==> config.mk <==
export PLATFORM = sky130hd
export DESIGN_NAME = time_entry
export DESIGN_NICKNAME = d
export VERILOG_FILES = /design/src/rtl/time_entry_pkg.sv /design/src/rtl/time_entry_key_edge.sv /design/src/rtl/time_entry.sv
export SDC_FILE = /design/constraint.sdc
export NUM_CORES = 1
export LEC_CHECK = 0
export BUFFER_PORTS_ARGS = -buffer_cell sky130_fd_sc_hd__buf_4
export CAP_MARGIN = 25
export CELL_PAD_IN_SITES_DETAIL_PLACEMENT = 0
export CELL_PAD_IN_SITES_GLOBAL_PLACEMENT = 1
export CORE_MARGIN = 2
export CORE_UTILIZATION = 36
export DETAILED_ROUTE_END_ITERATION = 7
export GPL_TIMING_DRIVEN = 0
export PLACE_DENSITY_LB_ADDON = 0.1
export SKIP_CTS_REPAIR_TIMING = 1
export SYNTH_ARGS = -nofsm -noshare
export SYNTH_HDL_FRONTEND = slang
export SYNTH_HIERARCHICAL = 1
export SYNTH_SLANG_ARGS = --single-unit
export TNS_END_PERCENT = 5
==> constraint.sdc <==
create_clock -name clock -period 1.42 [get_ports clock]
set_input_delay 0.142 -clock clock [delete_from_list [all_inputs] [get_ports clock]]
set_output_delay 0.142 -clock clock [all_outputs]
set_load 0.005 [all_outputs]
==> src/rtl/time_entry_pkg.sv <==
// Shared types and constants for the microwave time-entry front end.
package time_entry_pkg;

    typedef enum logic [1:0] {
        IDLE  = 2'd0,
        ENTRY = 2'd1,
        LOAD  = 2'd2,
        RUN   = 2'd3
    } state_t;

    localparam int DIGIT_W    = 4;
    localparam int NUM_DIGITS = 4;
    localparam int MAX_MIN    = 99;
    localparam int MAX_SEC    = 59;

    // BCD forms of the limits; seconds >= 60 is equivalent to tens digit >= 6.
    localparam logic [7:0] MAX_MIN_BCD    = 8'(((MAX_MIN / 10) << 4) | (MAX_MIN % 10));
    localparam logic [7:0] MAX_SEC_BCD    = 8'(((MAX_SEC / 10) << 4) | (MAX_SEC % 10));
    localparam logic [3:0] SEC_TENS_LIMIT = 4'((MAX_SEC + 1) / 10);

endpackage

==> src/rtl/time_entry_key_edge.sv <==
// Pushbutton synchronizer and falling-edge detector: one registered pulse per press.
module key_edge #(
    parameter int SYNC_STAGES = 2
) (
    input  logic clock,
    input  logic reset,
    input  logic key,
    output logic press
);

    logic [SYNC_STAGES-1:0] sync;
    logic                   prev;

    always_ff @(posedge clock) begin
        if (reset) begin
            sync  <= '1;
            prev  <= 1'b1;
            press <= 1'b0;
        end else begin
            sync  <= {sync[SYNC_STAGES-2:0], key};
            prev  <= sync[SYNC_STAGES-1];
            press <= prev & ~sync[SYNC_STAGES-1];
        end
    end

endmodule

==> src/rtl/time_entry.sv <==
// Keypad-style MM:SS entry, validation and countdown load/cancel control.
// Optional seconds normalization (0:90 -> 1:30) enabled by TIME_ENTRY_NORMALIZE_EN.
module time_entry
    import time_entry_pkg::*;
#(
    parameter int SYNC_STAGES = 2
) (
    input  logic         clock,
    input  logic         reset,
    input  logic [3:0]   digitIn,
    input  logic         digitKey,
    input  logic         startKey,
    input  logic         clearKey,
    input  logic         doneIn,
    output logic [15:0]  timeOut,
    output logic         loadOut,
    output logic         cancelOut,
    output logic         errOut,
    output logic         running
);

    state_t      state, state_nxt;
    logic [2:0]  count, count_nxt;
    logic [15:0] time_nxt;
    logic        load_nxt, cancel_nxt, err_nxt, running_nxt;
    logic        digit_ev, start_ev, clear_ev;
    logic        clr_e, st_e, dg_e;
    logic        digit_ok, start_ok, is_zero;

`ifdef TIME_ENTRY_NORMALIZE_EN
    // Fold seconds >= 60 into the minutes, saturating at the largest displayable time.
    function automatic logic [15:0] normalize_time(input logic [15:0] t);
        logic [3:0] mt, mo;
        if (t[7:4] < SEC_TENS_LIMIT)
            return t;
        if (t[15:8] == MAX_MIN_BCD)
            return {MAX_MIN_BCD, MAX_SEC_BCD};
        if (t[11:8] == 4'd9) begin
            mt = t[15:12] + 4'd1;
            mo = 4'd0;
        end else begin
            mt = t[15:12];
            mo = t[11:8] + 4'd1;
        end
        return {mt, mo, t[7:4] - SEC_TENS_LIMIT, t[3:0]};
    endfunction
`endif

    key_edge #(.SYNC_STAGES(SYNC_STAGES)) u_digit (
        .clock(clock), .reset(reset), .key(digitKey), .press(digit_ev));
    key_edge #(.SYNC_STAGES(SYNC_STAGES)) u_start (
        .clock(clock), .reset(reset), .key(startKey), .press(start_ev));
    key_edge #(.SYNC_STAGES(SYNC_STAGES)) u_clear (
        .clock(clock), .reset(reset), .key(clearKey), .press(clear_ev));

    // Same-cycle priority: clear > start > digit.
    assign clr_e = clear_ev;
    assign st_e  = start_ev & ~clear_ev;
    assign dg_e  = digit_ev & ~clear_ev & ~start_ev;

    assign is_zero  = (timeOut == 16'h0000);
    assign digit_ok = dg_e && (digitIn <= 4'd9) && (count < 3'(NUM_DIGITS))
                      && ((state == IDLE) || (state == ENTRY));
`ifdef TIME_ENTRY_NORMALIZE_EN
    assign start_ok = !is_zero;
`else
    assign start_ok = !is_zero && (timeOut[7:4] < SEC_TENS_LIMIT);
`endif

    always_ff @(posedge clock) begin
        if (reset) begin
            state     <= IDLE;
            count     <= 3'd0;
            timeOut   <= 16'h0000;
            loadOut   <= 1'b0;
            cancelOut <= 1'b0;
            errOut    <= 1'b0;
            running   <= 1'b0;
        end else begin
            state     <= state_nxt;
            count     <= count_nxt;
            timeOut   <= time_nxt;
            loadOut   <= load_nxt;
            cancelOut <= cancel_nxt;
            errOut    <= err_nxt;
            running   <= running_nxt;
        end
    end

    always_comb begin
        state_nxt = state;
        case (state)
            IDLE:    if (digit_ok) state_nxt = ENTRY;
            ENTRY:   if (clr_e) state_nxt = IDLE;
                     else if (st_e && start_ok) state_nxt = LOAD;
            LOAD:    state_nxt = clr_e ? IDLE : RUN;
            RUN:     if (doneIn || clr_e) state_nxt = IDLE;
            default: state_nxt = IDLE;
        endcase
    end

    always_comb begin
        time_nxt    = timeOut;
        count_nxt   = count;
        load_nxt    = 1'b0;
        cancel_nxt  = 1'b0;
        err_nxt     = 1'b0;
        running_nxt = running;
        case (state)
            IDLE: begin
                if (digit_ok) begin
                    time_nxt  = {timeOut[11:0], digitIn};
                    count_nxt = count + 3'd1;
                end
            end
            ENTRY: begin
                if (clr_e) begin
                    time_nxt  = 16'h0000;
                    count_nxt = 3'd0;
                end else if (st_e) begin
                    if (start_ok) begin
`ifdef TIME_ENTRY_NORMALIZE_EN
                        time_nxt = normalize_time(timeOut);
`endif
                        load_nxt    = 1'b1;
                        running_nxt = 1'b1;
                    end else begin
                        err_nxt = 1'b1;
                    end
                end else if (digit_ok) begin
                    time_nxt  = {timeOut[11:0], digitIn};
                    count_nxt = count + 3'd1;
                end
            end
            LOAD: begin
                // loadOut is already high this cycle; a clear here aborts right after.
                if (clr_e) begin
                    time_nxt    = 16'h0000;
                    count_nxt   = 3'd0;
                    cancel_nxt  = 1'b1;
                    running_nxt = 1'b0;
                end
            end
            RUN: begin
                if (doneIn) begin
                    time_nxt    = 16'h0000;
                    count_nxt   = 3'd0;
                    running_nxt = 1'b0;
                end else if (clr_e) begin
                    time_nxt    = 16'h0000;
                    count_nxt   = 3'd0;
                    cancel_nxt  = 1'b1;
                    running_nxt = 1'b0;
                end
            end
            default: begin
                time_nxt    = 16'h0000;
                count_nxt   = 3'd0;
                running_nxt = 1'b0;
            end
        endcase
    end

endmodule

After elaboration in Yosys (flattened, before gate mapping):

Cells that the tools add are included.

* bits in registers: 37
* bits in latches: 0
* bits in writable memories: 0
* memory bits (read-only): 0
* input port bits: 10
* output and inout bits: 20
* word-level logic and storage cells: 86
* memories kept: 0

* $add $sub $neg: 1
* multiply operators: 0
* divide/modulo/power cells: 0
* $lt $le $gt $ge: 3
* equality and inequality tests: 10
* shift operators: 0
* mux-type cells: 29
* bitwise logic cells: 13
* reduce and logical (&&, ||, !) cells: 14

Operators with widths (count)
* 16-bit 2-to-1 mux: 5
* 16-bit case mux with 4 select lines: 1
* 16-bit zero test: 1
* 3-bit 2-to-1 mux: 5
* 3-bit case mux with 4 select lines: 1
* 2-bit 2-to-1 mux: 5
* 2-bit != test, second input constant: 5
* 1-bit 2-to-1 mux: 9
* 2-bit case mux with 4 select lines: 1
* 1-bit NOT: 7
* 1-bit AND: 6
* 1-bit logical AND: 5
* 2-bit == test, second input constant: 2
* 4-bit <= comparator, second input constant: 1
* 4-bit by 3-bit less-than comparator with 1-bit output, second input constant: 1
* 4-bit AND reduction: 1
* 4-bit OR reduction: 1
* 3-bit by 1-bit adder with 3-bit output, second input constant: 1
* 3-bit less-than comparator, second input constant: 1
* 3-bit by 1-bit != test with 1-bit output, second input constant: 1
* 3-bit by 2-bit != test with 1-bit output, second input constant: 1
* 1-bit case mux with 3 select lines: 1
* 3-bit AND reduction: 1
* 3-bit nonzero test: 1
* 5 further kinds: 6

Longest topological paths before layout:

* word-level depth: 10
* gate-level depth with buffers: 6
* mapped depth without buffers: 4

Modules after synthesis:

Netlist, hierarchy kept.

Modules (own cells, without submodules)
* time_entry: instances 1, cells each 90, area each 999.7 um2, seq. area each 500.5 um2
* key_edge: instances 3, cells each 8, area each 106.4 um2, seq. area each 80.1 um2

Least setup slack after synthesis:

Ideal clock, no wire load.

* kind: register -> register
* start point: register u_clear.press
* end point: register timeOut[0]
* setup time: 0.117 ns
* arrival: 1.317 ns
* required time: 1.303 ns
* setup slack: -0.014 ns
* cell stages (with the launch flop): 7
* buffers on the path: 2
* clock period less this slack: 1.434 ns
* path through: dfxtp_1 > buf_6 > nor4b_4 > and3_1 > nor2_4 > buf_6 > a22o_2

* word-level cells in the longest chain between the ends: 10
* elaborated cells on any way between the ends: 14
* those cells by class: eq/ne: 1; mux: 6; bitwise: 4; reduce/logical: 3

RTL lines
* start, declared: line time_entry_key_edge.sv:8 `output logic press`
* start signal, assigned: line time_entry_key_edge.sv:22 `press <= prev & ~sync[SYNC_STAGES-1];`
* 1-bit NOT: line time_entry.sv:58, time_entry.sv:59
* 1-bit AND (2 in a row): line time_entry.sv:59 `assign dg_e = digit_ev & ~clear_ev & ~start_ev;`
* 1-bit logical AND (2 in a row): line time_entry.sv:62 `assign digit_ok = dg_e && (digitIn <= 4'd9) && (count < 3'(NUM_DIGITS))`
* 1-bit logical AND: line time_entry.sv:63 `&& ((state == IDLE) || (state == ENTRY));`
* 16-bit 2-to-1 mux (2 in a row)
* 16-bit 2-to-1 mux: line time_entry.sv:117 `if (clr_e) begin`
* 16-bit case mux with 4 select lines: line time_entry.sv:109 `case (state)`
* end signal, assigned: line time_entry.sv:82 `timeOut <= time_nxt;`
* end, declared: line time_entry.sv:15 `output logic [15:0] timeOut,`

Several ways; a longest one is shown, not always the timed one. The select of a mux whose other input is x is not followed.
A chain may end at the register's enable or synchronous reset.

Final worst setup path:

* start point: register u_clear.press
* end point: register timeOut[11]

The elaborated chain is that of the path after synthesis.

==> results.yml <==
run_status:
  status: "complete, but fails checks"
  violations: "setup timing"
clocking:
  clockBufferDepth: 2
  cts_buffers: 5
  cts_max_level: 2
  cts_root_buf: "clkbuf_4"
  path_clk_slew_ns: 0.12
  clk_latency_ns: 0.35
  cts_tree: "yes"
  clock_sinks: 37
die:
  die_x_um: 64.5
  io_pins: 30
  placementRows: 21
  start_util_pct: 38.6
  core_mm2: 0.00342
  dieArea_mm2: 0.00416
  die_h_um: 64.5
synthesis:
  synth_flop_cell: "dfxtp_1"
  synthTopCellsByCount: "37 x dfxtp_1, 9 x a22o_2, 9 x or2_1, 8 x a22o_1, 7 x a21oi_1"
  ys_seq_area_share_pct: 56.2
  yosys_warnings: 6
  syn-cell-area_mm2: 0.00132
  syn-num-nets: 125
  synth_seq_cells: 37
  syn_area_per_cell_um2: 11.6
  syn_inst: 114
  synth_area_leaders: "dfxtp_1 56%, a22o_2 6.8%, a22o_1 5.3%"
  ys_types: 31
  synth-async-reset-ratio_pct: 0
  yosysTopAreaCellShare_pct: 56.2
  synth.most_common_cell: "dfxtp_1"
  synth-edff-count: 0
  synth_area_leader_cell: "dfxtp_1"
place:
  port_buffers: 29
  globalplace.congestion: 0.749
  dp_cells: 189
  hpwl_mm: 1.82
final_layout:
  num-nets-final: 175
  final_core_util_pct: 55.0
  syn_to_final_growth_pct: 42.5
  diodes: 0
  layout-drive-gt1-share_pct: 44.2
  fin_cells: 211
pwr:
  vdd_drop_max_mv: 0.652
  p_per_area_mw_per_mm2: 1100
  p_leak_nw: 0.808
worst_setup_path:
  r2r.worst_path.cells: 5
  required_ns: 1.71
  path_max_fanout: 8
  crit_type: "flop to flop"
  cp.arrival_ns: 1.80
  startpoint_type: "flop"
  crit_path_end_kind: "flop"
grt:
  grt_pass1_wl_mm: 4.40
  grtUsageTotal_pct: 14.0
  grt_pass1_vias: 904
  antenna_found_initial: 0
  grt.overflow.total: 0
  grt_start_max_net_pins: 14
worst_hold_path:
  worstHoldPathCells: 2
  hold_class: "input pin to flop"
drt:
  firstDrtPassIters: 4
  wl_met2_mm: 1.24
  ant_nets: 0
  drt_iter0_markers: 57
  wl_per_cell_um: 13.8
  highest_layer: "met4"
  met1_length_mm: 1.45
  vias: 1063
  post_drt_via_cell_ratio: 5.04
  drc: 0
  wirelength_mm: 2.91
  dr_wl_met3_um: 165
sta:
  rsz0062_at_grt: "true"
  hold_slack_ns: 0.0108
  finalHoldViolations: 0
  layout_setup_ws_ns: -0.0927
  final-setup-viol-count: 18
  period_share_pct: 107
  tightest_slew_ns: 0.481
  relSlewSlack_pct: 67.9
  timing.fmax_mhz: 661
  period_minus_slack_ns: 1.51
  skew_ns: 0.0133
  slew_violations: 0
flow_run:
  cap_viol_max_count: 0
## critical path, stage by stage, from the launching register on
cell and delay [ns]:
dfxtp_4 0.38, buf_4 0.16, a221o_1 0.40, nor2_4 0.23, buf_6 0.16, a22o_2 0.12
## layer usage
metal,vias to the layer above,global-route usage [%]
met5,-,0
met1,501,19.7
met2,28,18.8
met3,6,4.86
met4,0,7.18
li1,528,-
## path summary, 6_finish.rpt
path,startpoint,to,slack [ns]
worst min-delay path,doneIn,cancelOut$_SDFF_PP0_,0.01
worst max register to register,u_clear/press$_SDFF_PP0_,timeOut[11]$_SDFFE_PP0P_,-0.09
worst min register to register,u_clear/sync[1]$_SDFF_PP1_,u_clear/press$_SDFF_PP0_,0.41
worst max-delay path,u_clear/press$_SDFF_PP0_,timeOut[11]$_SDFFE_PP0P_,-0.09
## metrics by stage
stage | TNS [ns] | instance area [um^2] | total power, mW | setup WS, ns
detailed placement | -1.51 | 1600 | 1.17 | -0.155
finish | -1.32 | 1880 | 2.08 | -0.0927
global route | -2.71 | 1880 | 2.16 | -0.159
floorplan | 0 | 1320 | 1.13 | 0.00861
CTS | -2.47 | 1700 | 2.07 | -0.208
global placement | -1.55 | 1600 | 1.17 | -0.140
## flip-flops by register name, indices dropped and copies added (netlist names)
register	count
state	2
count	3
errOut	1
timeOut	16
u_digit/sync	2
u_start/sync	2
u_digit/prev	1
u_digit/press	1
cancelOut	1
running	1
u_start/press	1
u_clear/press	1
u_clear/prev	1
u_start/prev	1
loadOut	1
u_clear/sync	2
## placed cells by master (no fill, tap or decap), types with 3 or more instances in the layout
| cell type | synthesis | layout |
|---|---|---|
| a21oi_1 | 7 | 7 |
| a22o_1 | 8 | 8 |
| a22o_2 | 9 | 4 |
| a22o_4 | 0 | 5 |
| buf_4 | 0 | 40 |
| buf_6 | 4 | 5 |
| clkbuf_4 | 0 | 5 |
| dfxtp_1 | 37 | 34 |
| dlygate4sd3_1 | 0 | 3 |
| nand2_1 | 4 | 4 |
| nor3_1 | 3 | 3 |
| nor3b_1 | 3 | 3 |
| nor4_1 | 5 | 4 |
| or2_1 | 9 | 9 |
## cells by family after synthesis
logic type	after synthesis	synth area share, %
compound gates	33	19.7
simple gates	35	18.0
flops	37	56.2
mux	1	0.854
buf+inv	7	4.27
fa+ha+maj	1	0.949
## where the power goes
part | total [mW] | switching, mW | internal, mW | leakage, nW
clock | 0.902 | 0.358 | 0.545 | 0.0552
combinational | 0.115 | 0.0498 | 0.0647 | 0.451
sequential | 1.06 | 0.00925 | 1.05 | 0.302
total | 2.08 | 0.417 | 1.66 | 0.808
## cell type report
cell class,instances,area [um^2]
Sequential cell,37,749
Inverter,1,3.75
Fill cell,327,1540
Clock inverter,3,65.1
Clock buffer,5,37.5
Multi-Input combinational cell,70,576
Timing Repair Buffer,46,364
Buffer,3,26.3
Tap cell,46,57.6
Power figures use the tool's default switching activity.
